===== src/rtl/alu_cmd_issuer.sv =====
// Command issuer for a combinational 4-bit signed ALU: queues commands, drives
// one at a time onto the ALU and returns the captured result, flags and tag.
module alu_cmd_issuer #(
    parameter int unsigned DEPTH = 4,
    parameter int unsigned TAG_W = 4
) (
    input  logic             clk,
    input  logic             rst,
    input  logic             cmd_valid,
    output logic             cmd_ready,
    input  logic [2:0]       cmd_op,
    input  logic [3:0]       cmd_a,
    input  logic [3:0]       cmd_b,
    input  logic [TAG_W-1:0] cmd_tag,
    output logic [3:0]       alu_a,
    output logic [3:0]       alu_b,
    output logic [2:0]       alu_opt,
    input  logic [3:0]       alu_result,
    input  logic             alu_less,
    input  logic             alu_equal,
    input  logic             alu_carry,
    input  logic             alu_overflow,
    input  logic             alu_zero,
    output logic             resp_valid,
    input  logic             resp_ready,
    output logic [3:0]       resp_result,
    output logic [4:0]       resp_flags,
    output logic [TAG_W-1:0] resp_tag,
    output logic             busy,
    output logic [7:0]       op_count
);

    localparam int unsigned DATA_W = 4;
    localparam int unsigned OP_W   = 3;
    localparam int unsigned FLAG_W = 5;
    localparam int unsigned CNT_W_ = 8;
    localparam int unsigned PTR_W  = (DEPTH > 1) ? $clog2(DEPTH) : 1;
    localparam int unsigned OCC_W  = $clog2(DEPTH + 1);

    typedef struct packed {
        logic [TAG_W-1:0]  tag;
        logic [OP_W-1:0]   op;
        logic [DATA_W-1:0] a;
        logic [DATA_W-1:0] b;
    } cmd_t;

    typedef enum logic [1:0] {
        IDLE  = 2'd0,
        DRIVE = 2'd1,
        RESP  = 2'd2
    } state_t;

    state_t             state_q;
    state_t             state_d;

    cmd_t               fifo_mem [DEPTH];
    cmd_t               head;
    logic [PTR_W-1:0]   wr_ptr;
    logic [PTR_W-1:0]   rd_ptr;
    logic [OCC_W-1:0]   occupancy;
    logic               empty;
    logic               full;
    logic               push;
    logic               pop;
    logic               capture;
    logic               complete;
    logic [TAG_W-1:0]   tag_q;

    assign empty     = (occupancy == '0);
    assign full      = (occupancy == OCC_W'(DEPTH));
    assign cmd_ready = !full;
    assign push      = cmd_valid && !full;
    assign head      = fifo_mem[rd_ptr];
    assign busy      = (state_q != IDLE) || !empty;

    // Command storage; contents need no reset since occupancy gates every read.
    always_ff @(posedge clk) begin
        if (push) begin
            fifo_mem[wr_ptr] <= '{tag: cmd_tag, op: cmd_op, a: cmd_a, b: cmd_b};
        end
    end

    // Pointers wrap naturally because DEPTH is a power of two.
    always_ff @(posedge clk) begin
        if (rst) begin
            wr_ptr    <= '0;
            rd_ptr    <= '0;
            occupancy <= '0;
        end else begin
            if (push) begin
                wr_ptr <= wr_ptr + PTR_W'(1);
            end
            if (pop) begin
                rd_ptr <= rd_ptr + PTR_W'(1);
            end
            case ({push, pop})
                2'b10:   occupancy <= occupancy + OCC_W'(1);
                2'b01:   occupancy <= occupancy - OCC_W'(1);
                default: occupancy <= occupancy;
            endcase
        end
    end

    always_ff @(posedge clk) begin
        if (rst) begin
            state_q <= IDLE;
        end else begin
            state_q <= state_d;
        end
    end

    always_comb begin
        state_d = state_q;
        case (state_q)
            IDLE: begin
                if (!empty) begin
                    state_d = DRIVE;
                end
            end
            DRIVE: begin
                state_d = RESP;
            end
            RESP: begin
                // Back-to-back issue: a queued command skips the IDLE bubble.
                if (resp_ready) begin
                    state_d = empty ? IDLE : DRIVE;
                end
            end
            default: begin
                state_d = IDLE;
            end
        endcase
    end

    always_comb begin
        pop      = 1'b0;
        capture  = 1'b0;
        complete = 1'b0;
        case (state_q)
            IDLE: begin
                pop = !empty;
            end
            DRIVE: begin
                capture = 1'b1;
            end
            RESP: begin
                complete = resp_ready;
                pop      = resp_ready && !empty;
            end
            default: begin
                pop = 1'b0;
            end
        endcase
    end

    // ALU operand registers and response capture.
    always_ff @(posedge clk) begin
        if (rst) begin
            alu_a       <= '0;
            alu_b       <= '0;
            alu_opt     <= '0;
            tag_q       <= '0;
            resp_valid  <= 1'b0;
            resp_result <= '0;
            resp_flags  <= '0;
            resp_tag    <= '0;
            op_count    <= '0;
        end else begin
            if (pop) begin
                alu_a   <= head.a;
                alu_b   <= head.b;
                alu_opt <= head.op;
                tag_q   <= head.tag;
            end
            if (capture) begin
                resp_result <= alu_result;
                resp_flags  <= FLAG_W'({alu_less, alu_equal, alu_carry, alu_overflow, alu_zero});
                resp_tag    <= tag_q;
                resp_valid  <= 1'b1;
            end
            if (complete) begin
                resp_valid <= 1'b0;
                op_count   <= op_count + CNT_W_'(1);
            end
        end
    end

endmodule


===== config.mk =====
export PLATFORM = sky130hd
export DESIGN_NAME = alu_cmd_issuer
export DESIGN_NICKNAME = d
export VERILOG_FILES = /design/src/rtl/alu_cmd_issuer.sv
export SDC_FILE = /design/constraint.sdc
export NUM_CORES = 1
export LEC_CHECK = 0
export ABC_AREA = 0
export BUFFER_PORTS_ARGS = -buffer_cell sky130_fd_sc_hd__buf_2
export CORE_ASPECT_RATIO = 2
export CORE_MARGIN = 2
export CORE_UTILIZATION = 40
export CTS_BUF_LIST = sky130_fd_sc_hd__clkbuf_8 sky130_fd_sc_hd__clkbuf_16
export CTS_CLUSTER_DIAMETER = 60
export DETAILED_ROUTE_END_ITERATION = 12
export GPL_TIMING_DRIVEN = 0
export HOLD_SLACK_MARGIN = 0.12
export PLACE_DENSITY = 0.66
export SLEW_MARGIN = 20
export SYNTH_ARGS = -nofsm -noshare
export SYNTH_HDL_FRONTEND = slang
export SYNTH_SLANG_ARGS = --single-unit

===== constraint.sdc =====
create_clock -name clk -period 3.07 [get_ports clk]
set_clock_uncertainty 0.15 [all_clocks]
set_input_delay 0.4605 -clock clk [delete_from_list [all_inputs] [get_ports clk]]
set_output_delay 0.4605 -clock clk [all_outputs]
set_load 0.02 [all_outputs]

==> results.py <==
metrics = {
    "route": {
        "vias": 2544,
        "ant_nets": 0,
        "vias_per_cell": 5.08,
        "drc": 0,
        "top_layer": "met4",
        "met3RoutedLength_um": 280,
        "detail_route.wl_per_cell_um": 15.3,
        "routed_wl_um": 7640,
        "dr.first_iter.drc_count": 80,
        "dr_wl_met2_um": 4310,
        "wl_met1_um": 2890,
        "first_pass_iters": 4,
    },
    "worst_setup_path": {
        "required_ns": 3.20,
        "critPathMaxFanout": 10,
        "critPathCaptureType": "flop",
        "arrival_ns": 2.83,
        "crit_type": "flop to flop",
        "worst_setup_path_start_kind": "flop",
    },
    "logic_synthesis": {
        "yosysUniqueCellTypes": 37,
        "postSynthCellCount": 289,
        "ys_top_cells_by_area": "edfxtp_1, dfxtp_1, mux4_1, o2bb2ai_1, a21oi_1",
        "yosysTopAreaCellShare_pct": 43.0,
        "synth.mux.area_fraction_pct": 9.92,
        "synth.most_common_cell": "edfxtp_1",
        "synth_warnings": 0,
        "syn_area_um2": 4190,
        "ys_ff_latch": 106,
        "yosys.area_share.xor_xnor_pct": 0.837,
        "synth_compound_area_share_pct": 7.56,
        "synth_edf_count": 60,
        "synth.cells.most_frequent": "edfxtp_1, dfxtp_1, nand2_1",
        "synth_top_family_by_area": "simple AND/OR/NAND/NOR gates",
        "synth_nets": 324,
        "synth-seq-area-share_pct": 65.0,
        "synthAdderAreaFrac_pct": 2.27,
        "synth-simple-area-share_pct": 11.2,
        "synth_top_cell_by_area": "edfxtp_1",
        "ys.flop_type": "edfxtp_1",
        "syn_avg_cell_area_um2": 14.5,
        "async_flop_share_pct": 0,
    },
    "clocking": {
        "clock_path_buffers": 2,
        "hold_buffers": 0,
        "cts_setup_buffers": 0,
        "cts-root-buf": "clkbuf_16",
        "clkSinkCount": 106,
        "htreeDepth": 3,
        "clk_latency_ns": 0.34,
        "clk_pin_slew_ns": 0.07,
        "numCtsBuffers": 9,
        "cts_tree": "built",
        "cts_resized": 0,
    },
    "timing": {
        "setup_viol": 0,
        "slew_headroom_pct": 46.9,
        "finalMaxSlewViolations": 0,
        "fmax_mhz": 370,
        "fin_setup_tns_ns": 0,
        "fin_crit_ns": 2.70,
        "tightest_slew_ns": 0.797,
        "final.period_utilization_pct": 88.0,
        "hold_viol": 0,
        "rsz0062_at_grt": "false",
    },
    "finish": {
        "synthToLayoutAreaGrowth_pct": 18.0,
        "layout-drive-gt1-share_pct": 25.4,
        "final_util_pct": 48.7,
        "fin_nets": 396,
        "antennaDiodeCount": 0,
    },
    "placement": {
        "gp_routability_congestion": 0.716,
        "port-buffer-count": 61,
        "dpl.hpwl_um": 5550,
    },
    "floorplanning": {
        "die_height_um": 149,
        "core-area_um2": 10100,
        "die_area_um2": 11400,
        "rows": 52,
        "die_x_um": 76.4,
        "io-pin-count": 63,
        "start_util_pct": 41.3,
    },
    "global_routing": {
        "grt_pass1_wl_um": 12200,
        "antenna_found_initial": 0,
        "grt_max_degree": 19,
        "grt_overflow": 0,
        "grt_use_total_pct": 14.0,
        "grt_pass1_vias": 2530,
    },
    "power_and_ir_drop": {
        "power_leakage_nw": 1.84,
        "powerDensity_nw_per_um2": 828,
        "ir_worst_vdd_v": 0.000327,
    },
    "worst_hold_path": {
        "hold_class": "primary input to flop",
    },
    "run": {
        "maxCapViolations": 0,
    },
    "outcome": {
        "status": "completed",
    },
}
==> flip-flops by register name (all words and copies together) (netlist names) <==
signal	flops
resp_flags	5
resp_valid	1
state_q	2
alu_a	4
tag_q	4
resp_result	4
rd_ptr	2
alu_b	4
op_count	8
fifo_mem	60
resp_tag	4
alu_opt	3
wr_ptr	2
occupancy	3
==> critical path, cell delays in order, from the launching register on <==
cell and delay, ns:
dfxtp_1 0.37, and2b_1 0.27, nor3_4 0.29, buf_2 0.31
ha_1 0.22, inv_1 0.06, fa_1 0.37, xor2_1 0.15
or3_1 0.30, a21oi_1 0.14
==> metal layers <==
| metal | GRT usage (%) | vias up |
|---|---|---|
| li1 | - | 1233 |
| met1 | 13.7 | 1246 |
| met2 | 27.1 | 55 |
| met3 | 3.09 | 10 |
| met4 | 7.09 | 0 |
| met5 | 0 | - |
==> final timing paths <==
| path | slack (ns) | start | to | cells after the start |
|---|---|---|---|---|
| worst max-delay path | 0.37 | state_q[1] | occupancy[2] | 9 |
| worst min-delay path | 0.18 | cmd_a[0] | fifo_mem[2][4] | 1 |
| worst max register to register | 0.37 | state_q[1] | occupancy[2] | 9 |
| worst min register to register | 0.30 | resp_result[0] | resp_result[0] | 2 |
==> layout make-up <==
class                   instances  area (um^2)
inverters                       6         22.5
multi-input cells             160         1330
fillers                       927         5210
plain buffers                  17          110
well taps                     135          169
clock buffers                   9          225
flip-flops and latches        106         2720
clock inverters                 7         53.8
repair buffers                 61          305
==> cell families (layout without fill, tap and decap cells) <==
family	Yosys count	after routing
AOI/OAI and AO/OA	49	49
xor gates and xnor gates	4	4
adders and majority gates	7	7
buffers and inverters	23	100
DFF	106	106
muxes	17	17
and+or+nand+nor	83	83
==> report_power, final <==
part / leakage, nW / switching, W / internal [W]
sequential: 0.926 / 0.000114 / 0.00174
clock: 0.135 / 0.000504 / 0.000557
combinational: 0.775 / 0.000698 / 0.000479
total: 1.84 / 0.00132 / 0.00278
==> cells in the final DEF, fill, tap and decap left out, drive strengths merged, types with 5 or more instances in the layout <==
cell type,instances
clkbuf,13
nand2,30
edfxtp,60
buf,74
dfxtp,46
nand2b,16
nor2,9
ha,6
a21oi,25
nand3,5
mux4,15
inv,8
o2bb2ai,15
==> stage by stage <==
step	total power, W	hold WS [ns]	cells	instance area [um^2]	setup slack (ns)
5_1_grt	0.00432	0.180	501	4940	0.183
6_report	0.00409	0.180	501	4940	0.369
4_1_cts	0.00415	0.171	501	4940	0.343
3_5_place_dp	0.00308	0.293	485	4660	0.126
3_3_place_gp	0.00304	0.288	485	4660	0.159
2_1_floorplan	0.00272	0.282	289	4190	0.543
Note: power is estimated with default switching activity, not from simulation.
